### config.mk
export PLATFORM = sky130hd
export DESIGN_NAME = uart_tx_buffered
export DESIGN_NICKNAME = d
export VERILOG_FILES = /design/src/rtl/uart_pkg.sv /design/src/rtl/uart_sync_fifo.sv /design/src/rtl/uart_tx_buffered.sv
export SDC_FILE = /design/constraint.sdc
export NUM_CORES = 1
export LEC_CHECK = 0
export ABC_AREA = 1
export BUFFER_PORTS_ARGS = -buffer_cell sky130_fd_sc_hd__buf_2
export CELL_PAD_IN_SITES_DETAIL_PLACEMENT = 0
export CELL_PAD_IN_SITES_GLOBAL_PLACEMENT = 1
export CORE_ASPECT_RATIO = 1.1
export CORE_UTILIZATION = 48
export CTS_CLUSTER_SIZE = 20
export DETAILED_ROUTE_END_ITERATION = 6
export PLACE_DENSITY = 0.87
export RECOVER_POWER = 100
export SYNTH_ARGS = -nofsm -noshare
export SYNTH_HDL_FRONTEND = slang
export SYNTH_SLANG_ARGS = --single-unit
### constraint.sdc
create_clock -name clk -period 7 [get_ports clk]
set_input_delay 1.4 -clock clk [delete_from_list [all_inputs] [get_ports clk]]
set_output_delay 1.4 -clock clk [all_outputs]
set_load 0.005 [all_outputs]
### src/rtl/uart_pkg.sv
// Shared definitions for the UART transmit path: state encoding, parity modes, baud divisor.
package uart_pkg;

    typedef enum logic [2:0] {
        ST_IDLE   = 3'd0,
        ST_START  = 3'd1,
        ST_DATA   = 3'd2,
        ST_PARITY = 3'd3,
        ST_STOP   = 3'd4
    } uart_state_t;

    localparam int unsigned PAR_NONE = 0;
    localparam int unsigned PAR_ODD  = 1;
    localparam int unsigned PAR_EVEN = 2;

    function automatic int unsigned clks_per_bit(input int unsigned clk_freq,
                                                 input int unsigned baud_rate);
        return clk_freq / baud_rate;
    endfunction

endpackage

### src/rtl/uart_sync_fifo.sv
// Synchronous first-word-fall-through FIFO; full is a flop updated with the count.
module uart_sync_fifo #(
    parameter int unsigned WIDTH = 8,
    parameter int unsigned DEPTH = 16
) (
    input  logic             clk,
    input  logic             rst,
    input  logic             wr_en,
    input  logic [WIDTH-1:0] din,
    output logic             full,
    input  logic             rd_en,
    output logic [WIDTH-1:0] dout,
    output logic             empty
);
    localparam int unsigned AW = $clog2(DEPTH);
    localparam int unsigned CW = AW + 1;

    logic [WIDTH-1:0] mem [DEPTH];
    logic [AW-1:0]    wr_ptr;
    logic [AW-1:0]    rd_ptr;
    logic [CW-1:0]    count;
    logic [CW-1:0]    count_next;
    logic             push;
    logic             pop;

    // Push is gated by the registered full, so a write on a pop edge while full is dropped.
    assign push  = wr_en & ~full;
    assign pop   = rd_en & ~empty;
    assign empty = (count == '0);
    assign dout  = mem[rd_ptr];

    always_comb begin
        count_next = count;
        case ({push, pop})
            2'b10:   count_next = count + CW'(1);
            2'b01:   count_next = count - CW'(1);
            default: count_next = count;
        endcase
    end

    always_ff @(posedge clk) begin
        if (push) mem[wr_ptr] <= din;
    end

    always_ff @(posedge clk) begin
        if (rst) begin
            wr_ptr <= '0;
            rd_ptr <= '0;
            count  <= '0;
            full   <= 1'b0;
        end else begin
            if (push) wr_ptr <= wr_ptr + AW'(1);
            if (pop)  rd_ptr <= rd_ptr + AW'(1);
            count <= count_next;
            full  <= (count_next == CW'(DEPTH));
        end
    end

endmodule

### src/rtl/uart_tx_buffered.sv
// UART transmitter fed by a write FIFO; frames are sent back-to-back while words are queued.
module uart_tx_buffered
    import uart_pkg::*;
#(
    parameter int unsigned DATA_WIDTH = 8,
    parameter int unsigned CLK_FREQ   = 50_000_000,
    parameter int unsigned BAUD_RATE  = 9600,
    parameter int unsigned STOP_BITS  = 1,
    parameter int unsigned PARITY     = 0,
    parameter int unsigned MSB_FIRST  = 0,
    parameter int unsigned FIFO_DEPTH = 16
) (
    input  logic                  clk,
    input  logic                  rst,
    input  logic                  wr_en,
    input  logic [DATA_WIDTH-1:0] din,
    output logic                  full,
    output logic                  overflow,
    output logic                  tx,
    output logic                  busy,
    output logic                  tx_done
);
    localparam int unsigned CPB = clks_per_bit(CLK_FREQ, BAUD_RATE);
    localparam int unsigned CW  = (CPB > 1) ? $clog2(CPB) : 1;
    localparam int unsigned BW  = $clog2(DATA_WIDTH + 1);

    uart_state_t           state;
    logic [CW-1:0]         baud_cnt;
    logic [BW-1:0]         bit_cnt;
    logic [DATA_WIDTH-1:0] shreg;
    logic [DATA_WIDTH-1:0] shreg_next;
    logic                  par_bit;
    logic [DATA_WIDTH-1:0] fifo_dout;
    logic                  fifo_empty;
    logic                  bit_end;
    logic                  last_stop;
    logic                  pop;

    function automatic logic head_bit(input logic [DATA_WIDTH-1:0] w);
        return (MSB_FIRST != 0) ? w[DATA_WIDTH-1] : w[0];
    endfunction

    function automatic logic [DATA_WIDTH-1:0] shift_word(input logic [DATA_WIDTH-1:0] w);
        return (MSB_FIRST != 0) ? {w[DATA_WIDTH-2:0], 1'b0} : {1'b0, w[DATA_WIDTH-1:1]};
    endfunction

    uart_sync_fifo #(
        .WIDTH (DATA_WIDTH),
        .DEPTH (FIFO_DEPTH)
    ) u_fifo (
        .clk   (clk),
        .rst   (rst),
        .wr_en (wr_en),
        .din   (din),
        .full  (full),
        .rd_en (pop),
        .dout  (fifo_dout),
        .empty (fifo_empty)
    );

    assign bit_end    = (baud_cnt == CW'(CPB - 1));
    assign last_stop  = (state == ST_STOP) && bit_end && (bit_cnt == BW'(STOP_BITS - 1));
    assign pop        = ~fifo_empty && ((state == ST_IDLE) || last_stop);
    assign shreg_next = shift_word(shreg);

    always_ff @(posedge clk) begin
        if (rst) begin
            state    <= ST_IDLE;
            baud_cnt <= '0;
            bit_cnt  <= '0;
            shreg    <= '0;
            par_bit  <= 1'b0;
            tx       <= 1'b1;
            busy     <= 1'b0;
            tx_done  <= 1'b0;
            overflow <= 1'b0;
        end else begin
            tx_done  <= 1'b0;
            overflow <= wr_en & full;
            if (state != ST_IDLE) baud_cnt <= bit_end ? '0 : baud_cnt + CW'(1);

            case (state)
                ST_IDLE: ;
                ST_START: begin
                    if (bit_end) begin
                        state   <= ST_DATA;
                        bit_cnt <= '0;
                        tx      <= head_bit(shreg);
                    end
                end
                ST_DATA: begin
                    if (bit_end) begin
                        if (bit_cnt == BW'(DATA_WIDTH - 1)) begin
                            bit_cnt <= '0;
                            if (PARITY != PAR_NONE) begin
                                state <= ST_PARITY;
                                tx    <= par_bit;
                            end else begin
                                state <= ST_STOP;
                                tx    <= 1'b1;
                            end
                        end else begin
                            bit_cnt <= bit_cnt + BW'(1);
                            shreg   <= shreg_next;
                            tx      <= head_bit(shreg_next);
                        end
                    end
                end
                ST_PARITY: begin
                    if (bit_end) begin
                        state   <= ST_STOP;
                        bit_cnt <= '0;
                        tx      <= 1'b1;
                    end
                end
                ST_STOP: begin
                    if (bit_end) begin
                        if (last_stop) begin
                            tx_done <= 1'b1;
                            state   <= ST_IDLE;
                            busy    <= 1'b0;
                            tx      <= 1'b1;
                        end else begin
                            bit_cnt <= bit_cnt + BW'(1);
                        end
                    end
                end
                default: state <= ST_IDLE;
            endcase

            // A pop starts the next frame and overrides the return to idle above.
            if (pop) begin
                state    <= ST_START;
                shreg    <= fifo_dout;
                par_bit  <= (PARITY == PAR_ODD) ? ~(^fifo_dout) : (^fifo_dout);
                tx       <= 1'b0;
                busy     <= 1'b1;
                baud_cnt <= '0;
                bit_cnt  <= '0;
            end
        end
    end

endmodule
# ---- Word level (Yosys, flattened, before mapping)
# Memories as Yosys holds them, arrays and structs flattened. A register that Yosys moved wholly into a read port is not among the register bits.
# Index checks and enable logic that the tools add are counted.
dict set report classes {
  add_sub_neg 6
  n_eq_ne 25
  muxes 37
  bitwise_logic 8
  reduce_logical 23
}
# op count
set ops {}
lappend ops {{two-way mux 8 bit} 4}
lappend ops {{two-way mux 4 bit} 7}
lappend ops {{two-way mux 3 bit} 6}
lappend ops {{!= test 3 x 2 -> 1 bit, second input constant} 6}
lappend ops {{two-way mux 1 bit} 15}
lappend ops {{one-hot mux 3 bit (5 select lines)} 1}
lappend ops {{!= test 2 bit, second input constant} 7}
lappend ops {{AND reduction 7 bit} 2}
lappend ops {{adder 13 x 1 -> 13 bit, second input constant} 1}
lappend ops {{equality test 13 bit, second input constant} 1}
lappend ops {{two-way mux 13 bit} 1}
lappend ops {{adder 4 x 1 -> 4 bit, second input constant} 3}
lappend ops {{one-hot mux 4 bit (3 select lines)} 1}
lappend ops {{one-hot mux 5 bit (2 select lines)} 1}
lappend ops {{nonzero test 2 bit} 4}
lappend ops {{equality test 3 x 2 -> 1 bit, second input constant} 2}
lappend ops {{!= test 2 x 1 -> 1 bit, second input constant} 3}
lappend ops {{AND reduction 3 bit} 2}
lappend ops {{AND reduction 6 bit} 1}
lappend ops {{nonzero test 3 bit} 2}
lappend ops {{adder 5 x 1 -> 5 bit, second input constant} 1}
lappend ops {{equality test 5 bit, second input constant} 1}
lappend ops {{logical NOT 5 bit} 1}
lappend ops {{NOT 1 bit} 5}
lappend ops {{16 further kinds} 21}
dict set report totals {
  ff_bits 46
  mem_bits_rw 128
  inputBits 11
  out_inout_bits 5
  word_cells 113
  memories 1
}
# memory words word_bits rd rd_ports_with_merged_regs wr line_no
set memory_table {}
lappend memory_table {u_fifo.mem 16 8 1 1 1 uart_sync_fifo.sv:18} ;# logic [WIDTH-1:0] mem [DEPTH];

# ---- Longest topological paths before layout
# Gate-level depths: netlist (run 1).
dict set report depth {
  word_depth 9
  mapped_depth 21
}

# ---- Hierarchy
# A second synthesis (run 1) with hierarchy kept.
dict set report unflattened {
  cells_unflattened 776
  area_unflattened_um2 7796.2
}
# mod n_inst cells_per_inst area_per_inst_um2
set by_module_without_submodules {}
lappend by_module_without_submodules {uart_sync_fifo 1 521 6060.8}
lappend by_module_without_submodules {uart_tx_buffered 1 255 1735.4}

# ---- Least setup slack after synthesis (run 1)
# No wires, ideal clock.
dict set report synth_timing {
  kind {input to register}
  start {in wr_en}
  end {reg u_fifo.full}
  arrival_ps 3060
  required_ps 6888
  path_slack_ps 3828
  cell_stages 16
  n_path_buf 0
  path_cell_list {inv_1 > nor2_1 > inv_1 > ha_1 > xor2_1 > ha_1 > a21oi_1 > inv_1 > nand3_1 > nand2_1 > nand2_1 > nand2_1 > nand2_1 > nand2_1 > nand2_1 > nor2_1}
}
dict set report synth_via {
  elab_chain_cells 4
}
# item line_no
set synth_rtl {}
lappend synth_rtl {{start, declared} uart_tx_buffered.sv:15} ;# input logic wr_en,
lappend synth_rtl {{bitwise AND 1 bit (*)} uart_sync_fifo.sv:27} ;# assign push = wr_en & ~full;
lappend synth_rtl {{equality test 2 x 1 -> 1 bit or equality test 2 bit (tied branches)} uart_sync_fifo.sv:34} ;# case ({push, pop})
lappend synth_rtl {{one-hot mux 5 bit (2 select lines) (*)} uart_sync_fifo.sv:34}
lappend synth_rtl {{equality test 5 bit (*)} uart_sync_fifo.sv:55} ;# full <= (count_next == CW'(DEPTH));
lappend synth_rtl {{end signal, assigned} uart_sync_fifo.sv:55}
lappend synth_rtl {{end, declared} uart_sync_fifo.sv:10} ;# output logic full,
# Mark *: on every way between the ends. The rest lies on a longest branch, timed or not.
# A chain may end at the register's enable or synchronous reset.

# ---- Final worst setup path (run 1)
dict set report layout_timing {
  start {reg baud_cnt[1]}
  end {reg u_fifo.full}
}
dict set report layout_via {
  elab_chain_cells 9
}
# item line_no
set layout_rtl {}
lappend layout_rtl {{start, declared} uart_tx_buffered.sv:28} ;# logic [CW-1:0] baud_cnt;
lappend layout_rtl {{start signal, assigned} uart_tx_buffered.sv:80} ;# if (state != ST_IDLE) baud_cnt <= bit_end ? '0 : baud_cnt + CW'(1);
lappend layout_rtl {{equality test 13 bit (*)} uart_tx_buffered.sv:61} ;# assign bit_end = (baud_cnt == CW'(CPB - 1));
lappend layout_rtl {{logical AND 1 bit (*) (2 in series)} uart_tx_buffered.sv:62} ;# assign last_stop = (state == ST_STOP) && bit_end && (bit_cnt == BW'(STOP_BITS - 1));
lappend layout_rtl {{logical OR 1 bit (*)} uart_tx_buffered.sv:63} ;# assign pop = ~fifo_empty && ((state == ST_IDLE) || last_stop);
lappend layout_rtl {{logical AND 1 bit (*)} uart_tx_buffered.sv:63}
lappend layout_rtl {{bitwise AND 1 bit (*)} uart_sync_fifo.sv:28} ;# assign pop = rd_en & ~empty;
lappend layout_rtl {{equality test 2 x 1 -> 1 bit or equality test 2 bit (tied branches)} uart_sync_fifo.sv:34}
lappend layout_rtl {{one-hot mux 5 bit (2 select lines) (*)} uart_sync_fifo.sv:34}
lappend layout_rtl {{equality test 5 bit (*)} uart_sync_fifo.sv:55}
# Marks and branches as above.

==> results of run 1 <==
[how the worst min path moves through the flow]
stage          endpoint  depth (start not counted)  slack [ns]
4_1_cts        overflow                          2        0.46
3_3_place_gp   overflow                          2        0.45
3_5_place_dp   overflow                          2        0.45
6_report       overflow                          2        0.46
5_1_grt        overflow                          2        0.48
2_1_floorplan  overflow                          2        0.45
[cell families after synthesis]
| group | after synthesis |
|---|---|
| buffers and inverters | 91 |
| flip-flops | 178 |
| AND/OR/NAND/NOR | 409 |
| XOR/XNOR | 10 |
| AO/OA/AOI/OAI | 92 |
| adder cells (fa/ha/maj) | 12 |
[report_power, final]
group / total, W / switching, W / leakage (nW) / internal (W)
Clock: 0.000879 / 0.000388 / 0.261 / 0.000491
Combinational: 0.000810 / 0.000561 / 1.28 / 0.000249
Sequential: 0.00125 / 0.0000450 / 1.56 / 0.00120
Total: 0.00294 / 0.000994 / 3.10 / 0.00194
[per-stage QoR]
| stage | setup WS, ns | total power [W] | instance area [µm²] | instances |
|---|---|---|---|---|
| 2_1_floorplan | 3.83 | 0.00191 | 7690 | 792 |
| 6_report | 3.01 | 0.00294 | 8380 | 1011 |
| 4_1_cts | 3.82 | 0.00297 | 8420 | 1011 |
| 3_5_place_dp | 3.46 | 0.00209 | 7870 | 980 |
| 3_3_place_gp | 3.55 | 0.00206 | 7870 | 980 |
| 5_1_grt | 2.60 | 0.00312 | 8380 | 1011 |
[final cells by class]
| class | count | area (µm²) | area share, % |
|---|---|---|---|
| sequential | 178 | 4850 | 57.8 |
| timing repair buffer | 18 | 85.1 | 1.01 |
| clock buffer | 20 | 437 | 5.21 |
| inverter | 61 | 229 | 2.73 |
| multi-input combinational | 523 | 2430 | 29.0 |
| clock inverter | 11 | 105 | 1.25 |
| tap | 200 | 250 | 2.99 |
[sequential cells by signal, summed over array words and instances (netlist names), named ones only]
name,count
baud_cnt,13
bit_cnt,4
busy,1
overflow,1
shreg,8
state,3
tx,1
tx_done,1
u_fifo.count,5
u_fifo.full,1
u_fifo.mem,128
u_fifo.rd_ptr,4
u_fifo.wr_ptr,4
[critical path: stages (launching register included)]
cell      delay (ns)
dfxtp_1         0.36
ha_1            0.23
nand2_1         0.10
clkinv_1        0.06
nand2_2         0.04
nor2_1          0.16
nand3_1         0.17
a21oi_1         1.23
ha_1            0.49
xor2_1          0.26
ha_1            0.20
a21oi_1         0.05
inv_1           0.08
nand3_1         0.09
nand2_1         0.07
nand2_1         0.04
nand2_1         0.05
nand2_1         0.04
nand2_1         0.05
nand2_1         0.05
nor2_1          0.11
[cells in the final DEF (no fill, tap or decap), types with 2 or more instances in the layout]
master,synthesis,layout
a211oi_1,4,4
a21oi_1,24,26
buf_2,7,5
buf_4,2,3
clkbuf_1,13,13
clkbuf_16,0,17
clkinv_1,3,5
clkinv_2,0,2
clkinvlp_4,0,2
dfxtp_1,50,49
edfxtp_1,128,128
ha_1,12,12
inv_1,55,55
inv_2,3,2
inv_6,0,3
nand2_1,153,154
nand2_2,4,3
nand3_1,95,95
nand4_1,2,2
nor2_1,138,139
nor3_1,9,9
nor4_1,2,2
o21ai_0,54,55
o21ai_2,2,2
or2_1,2,2
xnor2_1,2,2
xor2_1,8,8
[per-layer routing]
metal	wire (µm)	global-route usage [%]
met5	0	0
met4	301	7.72
met3	819	4.43
met2	8170	35.7
met1	7140	27.8
==> qor.csv, run 1 <==
stage;metric;value;unit
worst_setup_path;timing.rr.end;u_fifo.full;
place;place_congestion;0.818;
timing;hold_viol;0;
logic_synthesis;yosysTopAreaCell;edfxtp_1;
detailed_routing;via_count;5457;
logic_synthesis;synth_top_area_share;50.0;%
detailed_routing;route.detailed.drc;0;
detailed_routing;routedWlPerCell;16.2;µm
logic_synthesis;synth_compound_area_share;6.57;%
clocking;cts_buffers;17;
logic_synthesis;avgSynthCellArea;9.72;µm²
timing;slew_violations;19;
logic_synthesis;synth_xor_area_share;1.14;%
global_routing;track_usage;21.5;%
logic_synthesis;synth_top_family_by_area;simple AND/OR/NAND/NOR gates;
worst_setup_path;startpoint;baud_cnt[1];
status;violations;max-capacitance violations, max-slew violations;
clocking;clk_pin_slew;0.07;ns
timing;worst_clock_skew;0.0107;ns
timing;tightest_slew;1.60;ns
timing;whs;0.458;ns
clocking;tritoncts;yes;
detailed_routing;wl;16.4;mm
worst_setup_path;worst_ep_arrival_time;4.36;ns
logic_synthesis;ys.flop_type;edfxtp_1;
floorplanning;std_cell_rows;48;
place;dp_hpwl;10.6;mm
logic_synthesis;synthAdderAreaFrac;1.95;%
logic_synthesis;yosysMostFrequentCell;nand2_1;
clocking;cts-root-buf;clkbuf_16;
logic_synthesis;ys_ff_latch;178;
worst_setup_path;critPathCaptureType;flop;
layout;fin_nets;822;
logic_synthesis;synth_area_leaders;edfxtp_1, dfxtp_1, nand2_1;
worst_setup_path;r2r_cells;20;
clocking;post_cts_buffers;0;
global_routing;grt_overflow;0;
worst_setup_path;r2r_slack;3.01;ns
timing;max_freq;251;MHz
floorplanning;die-width;123;µm
clocking;clock-sinks;178;
timing;setup_tns;0;ns
power;ir_drop;0.000212;V
logic_synthesis;async_reset_ff_share;0;%
detailed_routing;avgViaCountPerCell;5.40;
logic_synthesis;yosys.area_share.simple;22.2;%
detailed_routing;drtIter0Drc;404;
floorplanning;pin_count;16;
global_routing;grt_pass1_wl;26.3;mm
worst_setup_path;r2r_start;baud_cnt[1];
global_routing;grt_pass1_vias;5197;
worst_setup_path;crit_required;7.37;ns
layout;fin_util;53.5;%
timing;finalCritPeriodShare;57.0;%
timing;fin_crit;3.99;ns
global_routing;grt_max_degree;66;
global_routing;antenna_found_initial;0;
layout;area_growth;8.94;%
timing;setup_viol;0;
timing;slew_headroom;-6.53;%
worst_setup_path;path_class;reg2reg;
power;p_leak;3.10;nW
layout;final.fill_count;1371;
clocking;hold_buffers;0;
floorplanning;start_util;49.1;%
logic_synthesis;synth.cell_area;0.00769;mm²
worst_setup_path;crit_end;u_fifo.full;
logic_synthesis;yosysSeqAreaShare;63.0;%
logic_synthesis;synthTopCellsByCount;nand2_1, nor2_1, edfxtp_1;
detailed_routing;dr.pass1.iters;5;
clocking;ctsResizeCount;0;
power;power.density;350;mW/mm²
logic_synthesis;synth_edf_count;128;
place;io_buffers;15;
status;status;finished, violations left;
floorplanning;dieArea;0.0165;mm²
min_path;worstHoldStart;u_fifo.full;
run;drv_cap;1;
min_path;hold_class;reg2reg;
floorplanning;die_y;135;µm
timing;rsz0062_at_grt;false;
logic_synthesis;yosysUniqueCellTypes;37;
clocking;clockBufferDepth;2;
floorplanning;coreArea;0.0157;mm²
worst_setup_path;cp-start-kind;flop;
layout;drive_gt1_share;5.67;%
logic_synthesis;synthCells;792;
logic_synthesis;synthMuxAreaShare;0;%
detailed_routing;drtAntennaViolNets;0;
clocking;clock_latency;0.43;ns
logic_synthesis;ys_warn_count;0;
worst_setup_path;critPathMaxFanout;18;
logic_synthesis;synth_nets;815;
layout;antenna_cells;0;
clocking;h-tree-depth;4;
No activity file was read; power rests on OpenSTA's default activity.
==> inputs of run 2 (changes only) <==
--- a/config.mk
+++ b/config.mk
@@ -5,7 +5,7 @@
 export SDC_FILE = /design/constraint.sdc
 export NUM_CORES = 1
 export LEC_CHECK = 0
-export ABC_AREA = 1
+export ABC_AREA = 0
 export BUFFER_PORTS_ARGS = -buffer_cell sky130_fd_sc_hd__buf_2
 export CELL_PAD_IN_SITES_DETAIL_PLACEMENT = 0
 export CELL_PAD_IN_SITES_GLOBAL_PLACEMENT = 1
@@ -13,7 +13,7 @@
 export CORE_UTILIZATION = 48
 export CTS_CLUSTER_SIZE = 20
 export DETAILED_ROUTE_END_ITERATION = 6
-export PLACE_DENSITY = 0.87
+export PLACE_DENSITY = 0.83
 export RECOVER_POWER = 100
 export SYNTH_ARGS = -nofsm -noshare
 export SYNTH_HDL_FRONTEND = slang
==> constraint.sdc (replaced) <==
create_clock -name clk -period 3.9 [get_ports clk]
set_input_delay 0.78 -clock clk [delete_from_list [all_inputs] [get_ports clk]]
set_output_delay 0.78 -clock clk [all_outputs]
set_load 0.005 [all_outputs]
==> qor.csv, run 2 <==
stage;metric;value;unit
power;sw_frac_of_total;28.0;%
clocking;h-tree-depth;4;
global_routing;antenna_found_initial;0;
power;total_power;0.00500;W
worst_setup_path;worst-path-buf-inv;1;
power;seq_power_share;45.5;%
floorplanning;dieArea;0.0159;mm²
power;ir_drop;0.000367;V
layout;layout_commonest_cell;edfxtp_1;
timing;tightest_slew;1.11;ns
worst_setup_path;critPathSlowestCell;or4b_4;
floorplanning;pin_count;16;
worst_setup_path;crit_family;simple AND/OR/NAND/NOR gates;
clocking;ctsResizeCount;0;
logic_synthesis;yosysUniqueCellTypes;56;
power;power.density;610;mW/mm²
place;io_buffers;15;
timing;setup_viol;0;
detailed_routing;routedWlPerCell;19.9;µm
worst_setup_path;r2r_cells;12;
min_path;whs_path_depth;2;
power;pwr-share-comb;19.7;%
worst_setup_path;timing.rr.end;u_fifo.full;
detailed_routing;dr.pass1.iters;7;
worst_setup_path;critPathMaxFanout;14;
layout;final_cell_mix;edfxtp_1, nor2_1, dfxtp_1, mux4_2, nand2_1;
clocking;clock_latency;0.43;ns
worst_setup_path;crit_chain;or4b_4 > o31ai_4 > nand3_1 > inv_1 > ha_1 > xor2_1 > ha_1 > a21boi_0 > o32ai_1 > nor4b_1 > xor2_1 > nor4_1;
logic_synthesis;synth_compound_area_share;5.43;%
logic_synthesis;avgSynthCellArea;14.7;µm²
timing;rsz0062_at_grt;false;
clocking;tritoncts;yes;
layout;largest_reg_flops;128;
timing;max_freq;291;MHz
global_routing;grt_pass1_vias;4132;
detailed_routing;drtIter0Drc;313;
layout;drive_gt1_share;14.6;%
clocking;clock-sinks;178;
logic_synthesis;ys.flop_type;edfxtp_1;
logic_synthesis;synthTopCellsByCount;edfxtp_1, nor2_1, dfxtp_1;
min_path;min_to;overflow;
detailed_routing;route.detailed.drc;0;
floorplanning;std_cell_rows;47;
logic_synthesis;synthAdderAreaFrac;2.04;%
logic_synthesis;synth_top_area_share;52.2;%
power;switching_power;0.00140;W
logic_synthesis;yosysMostFrequentCell;edfxtp_1;
status;status;complete, no violations;
power;p_int;0.00360;W
detailed_routing;via_count;4171;
timing;setup_tns;0;ns
place;place_congestion;0.761;
run;drv_cap;0;
timing;finalCritPeriodShare;88.0;%
worst_setup_path;max_stage_delay;0.60;ns
logic_synthesis;synth_nets;523;
worst_setup_path;crit_required;4.23;ns
detailed_routing;avgViaCountPerCell;5.77;
worst_setup_path;critPathCaptureType;flop;
layout;area_growth;11.2;%
layout;antenna_cells;0;
min_path;worstHoldStart;u_fifo.full;
logic_synthesis;ys_ff_latch;178;
detailed_routing;drtAntennaViolNets;0;
logic_synthesis;synth_area_leaders;edfxtp_1, dfxtp_1, mux4_2;
floorplanning;die-width;120;µm
floorplanning;coreArea;0.0151;mm²
floorplanning;start_util;49.0;%
clocking;cts-root-buf;clkbuf_16;
timing;slew_violations;0;
global_routing;grt_overflow;0;
place;dp_hpwl;9.17;mm
timing;slew_headroom;26.0;%
logic_synthesis;synth_xor_area_share;2.38;%
clocking;post_cts_buffers;0;
logic_synthesis;ys_warn_count;0;
logic_synthesis;synthCells;500;
worst_setup_path;r2r_start;baud_cnt[7];
worst_setup_path;path_class;reg2reg;
detailed_routing;wl;14.4;mm
logic_synthesis;yosys.area_share.simple;11.0;%
worst_setup_path;worst_ep_arrival_time;3.77;ns
floorplanning;die_y;132;µm
logic_synthesis;synthMuxAreaShare;11.3;%
logic_synthesis;synth.cell_area;0.00737;mm²
timing;fin_crit;3.43;ns
global_routing;grt_max_degree;26;
layout;top_register;u_fifo.mem;
logic_synthesis;yosysSeqAreaShare;65.7;%
clocking;hold_buffers;0;
logic_synthesis;yosysTopAreaCell;edfxtp_1;
worst_setup_path;r2r_slack;0.47;ns
timing;hold_viol;0;
layout;top_regs;u_fifo.mem: 128 flops, baud_cnt: 13 flops, shreg: 8 flops;
global_routing;track_usage;19.3;%
logic_synthesis;synth_edf_count;128;
power;p_leak;2.71;nW
worst_setup_path;cp-start-kind;flop;
clocking;cts_buffers;17;
logic_synthesis;async_reset_ff_share;0;%
min_path;hold_class;reg2reg;
clocking;clk_pin_slew;0.06;ns
global_routing;grt_pass1_wl;22.4;mm
logic_synthesis;synth_top_family_by_area;multiplexers;
timing;worst_clock_skew;0.0112;ns
layout;fin_nets;539;
clocking;clockBufferDepth;2;
power;clockPowerShare;34.8;%
==> run 2: cell types whose count changed after synthesis, moves of 32 or more <==
cell	before	now
nand2_1	153	30
o21ai_0	54	6
inv_1	55	8
nor2_1	138	54
nand3_1	95	6
mux4_2	0	32
==> run 2: power by group through the flow <==
stage | Clock, W | Combinational, W | Sequential (W)
2_1_floorplan | 0 | 0.000810 | 0.00223
6_report | 0.00174 | 0.000987 | 0.00227
3_5_place_dp | 0 | 0.000997 | 0.00232
5_1_grt | 0.00184 | 0.00108 | 0.00229
3_3_place_gp | 0 | 0.000976 | 0.00231
4_1_cts | 0.00176 | 0.00101 | 0.00228
==> run 2: cells by family (layout without fill, tap and decap cells) <==
logic type | Yosys count | count (layout)
fa+ha+maj | 12 | 12
buf+inv | 36 | 63
flops | 178 | 178
mux | 43 | 43
xor+xnor | 20 | 20
compound gates | 58 | 58
simple gates | 153 | 153
==> run 2: layout make-up <==
type | count | area, µm²
clock inverters | 13 | 171
fillers | 1243 | 6860
clock buffers | 17 | 425
well taps | 196 | 245
inverters | 8 | 30.0
repair buffers | 25 | 114
multi-input cells | 286 | 2360
flip-flops and latches | 178 | 4850
==> run 2: worst max path at each step <==
stage	startpoint	to	slack, ns	depth (start not counted)
CTS	baud_cnt[7]	u_fifo.full	0.49	12
global placement	baud_cnt[7]	u_fifo.full	0.63	12
global route	baud_cnt[0]	u_fifo.full	0.22	13
finish	baud_cnt[7]	u_fifo.full	0.47	12
detailed placement	baud_cnt[7]	u_fifo.full	0.51	12
floorplan	baud_cnt[7]	u_fifo.full	0.53	14
==> run 2: tightest hold or removal path, delay by kind of cell (launching register included) <==
| family | cells | cell delay (ns) |
|---|---|---|
| flops | 1 | 0.33 |
| simple gates | 2 | 0.11 |
==> run 2: per-stage QoR <==
step / hold slack, ns / cell area (µm²) / setup slack (ns) / util [%] / instances
2_1_floorplan: 0.446 / 7370 / 0.527 / - / 500
3_3_place_gp: 0.441 / 7640 / 0.627 / 50.7 / 693
3_5_place_dp: 0.472 / 7640 / 0.505 / 50.7 / 693
4_1_cts: 0.482 / 8230 / 0.489 / 54.7 / 723
5_1_grt: 0.508 / 8190 / 0.218 / 54.4 / 723
6_report: 0.475 / 8190 / 0.467 / 54.4 / 723
==> run 2: per-layer routing <==
layer	share of wire (%)	wire, µm	global-route usage, %
met1	41	5980	24.1
met2	52	7550	32.7
met3	4.4	638	4.50
met4	1.7	245	7.08
met5	0	0	0
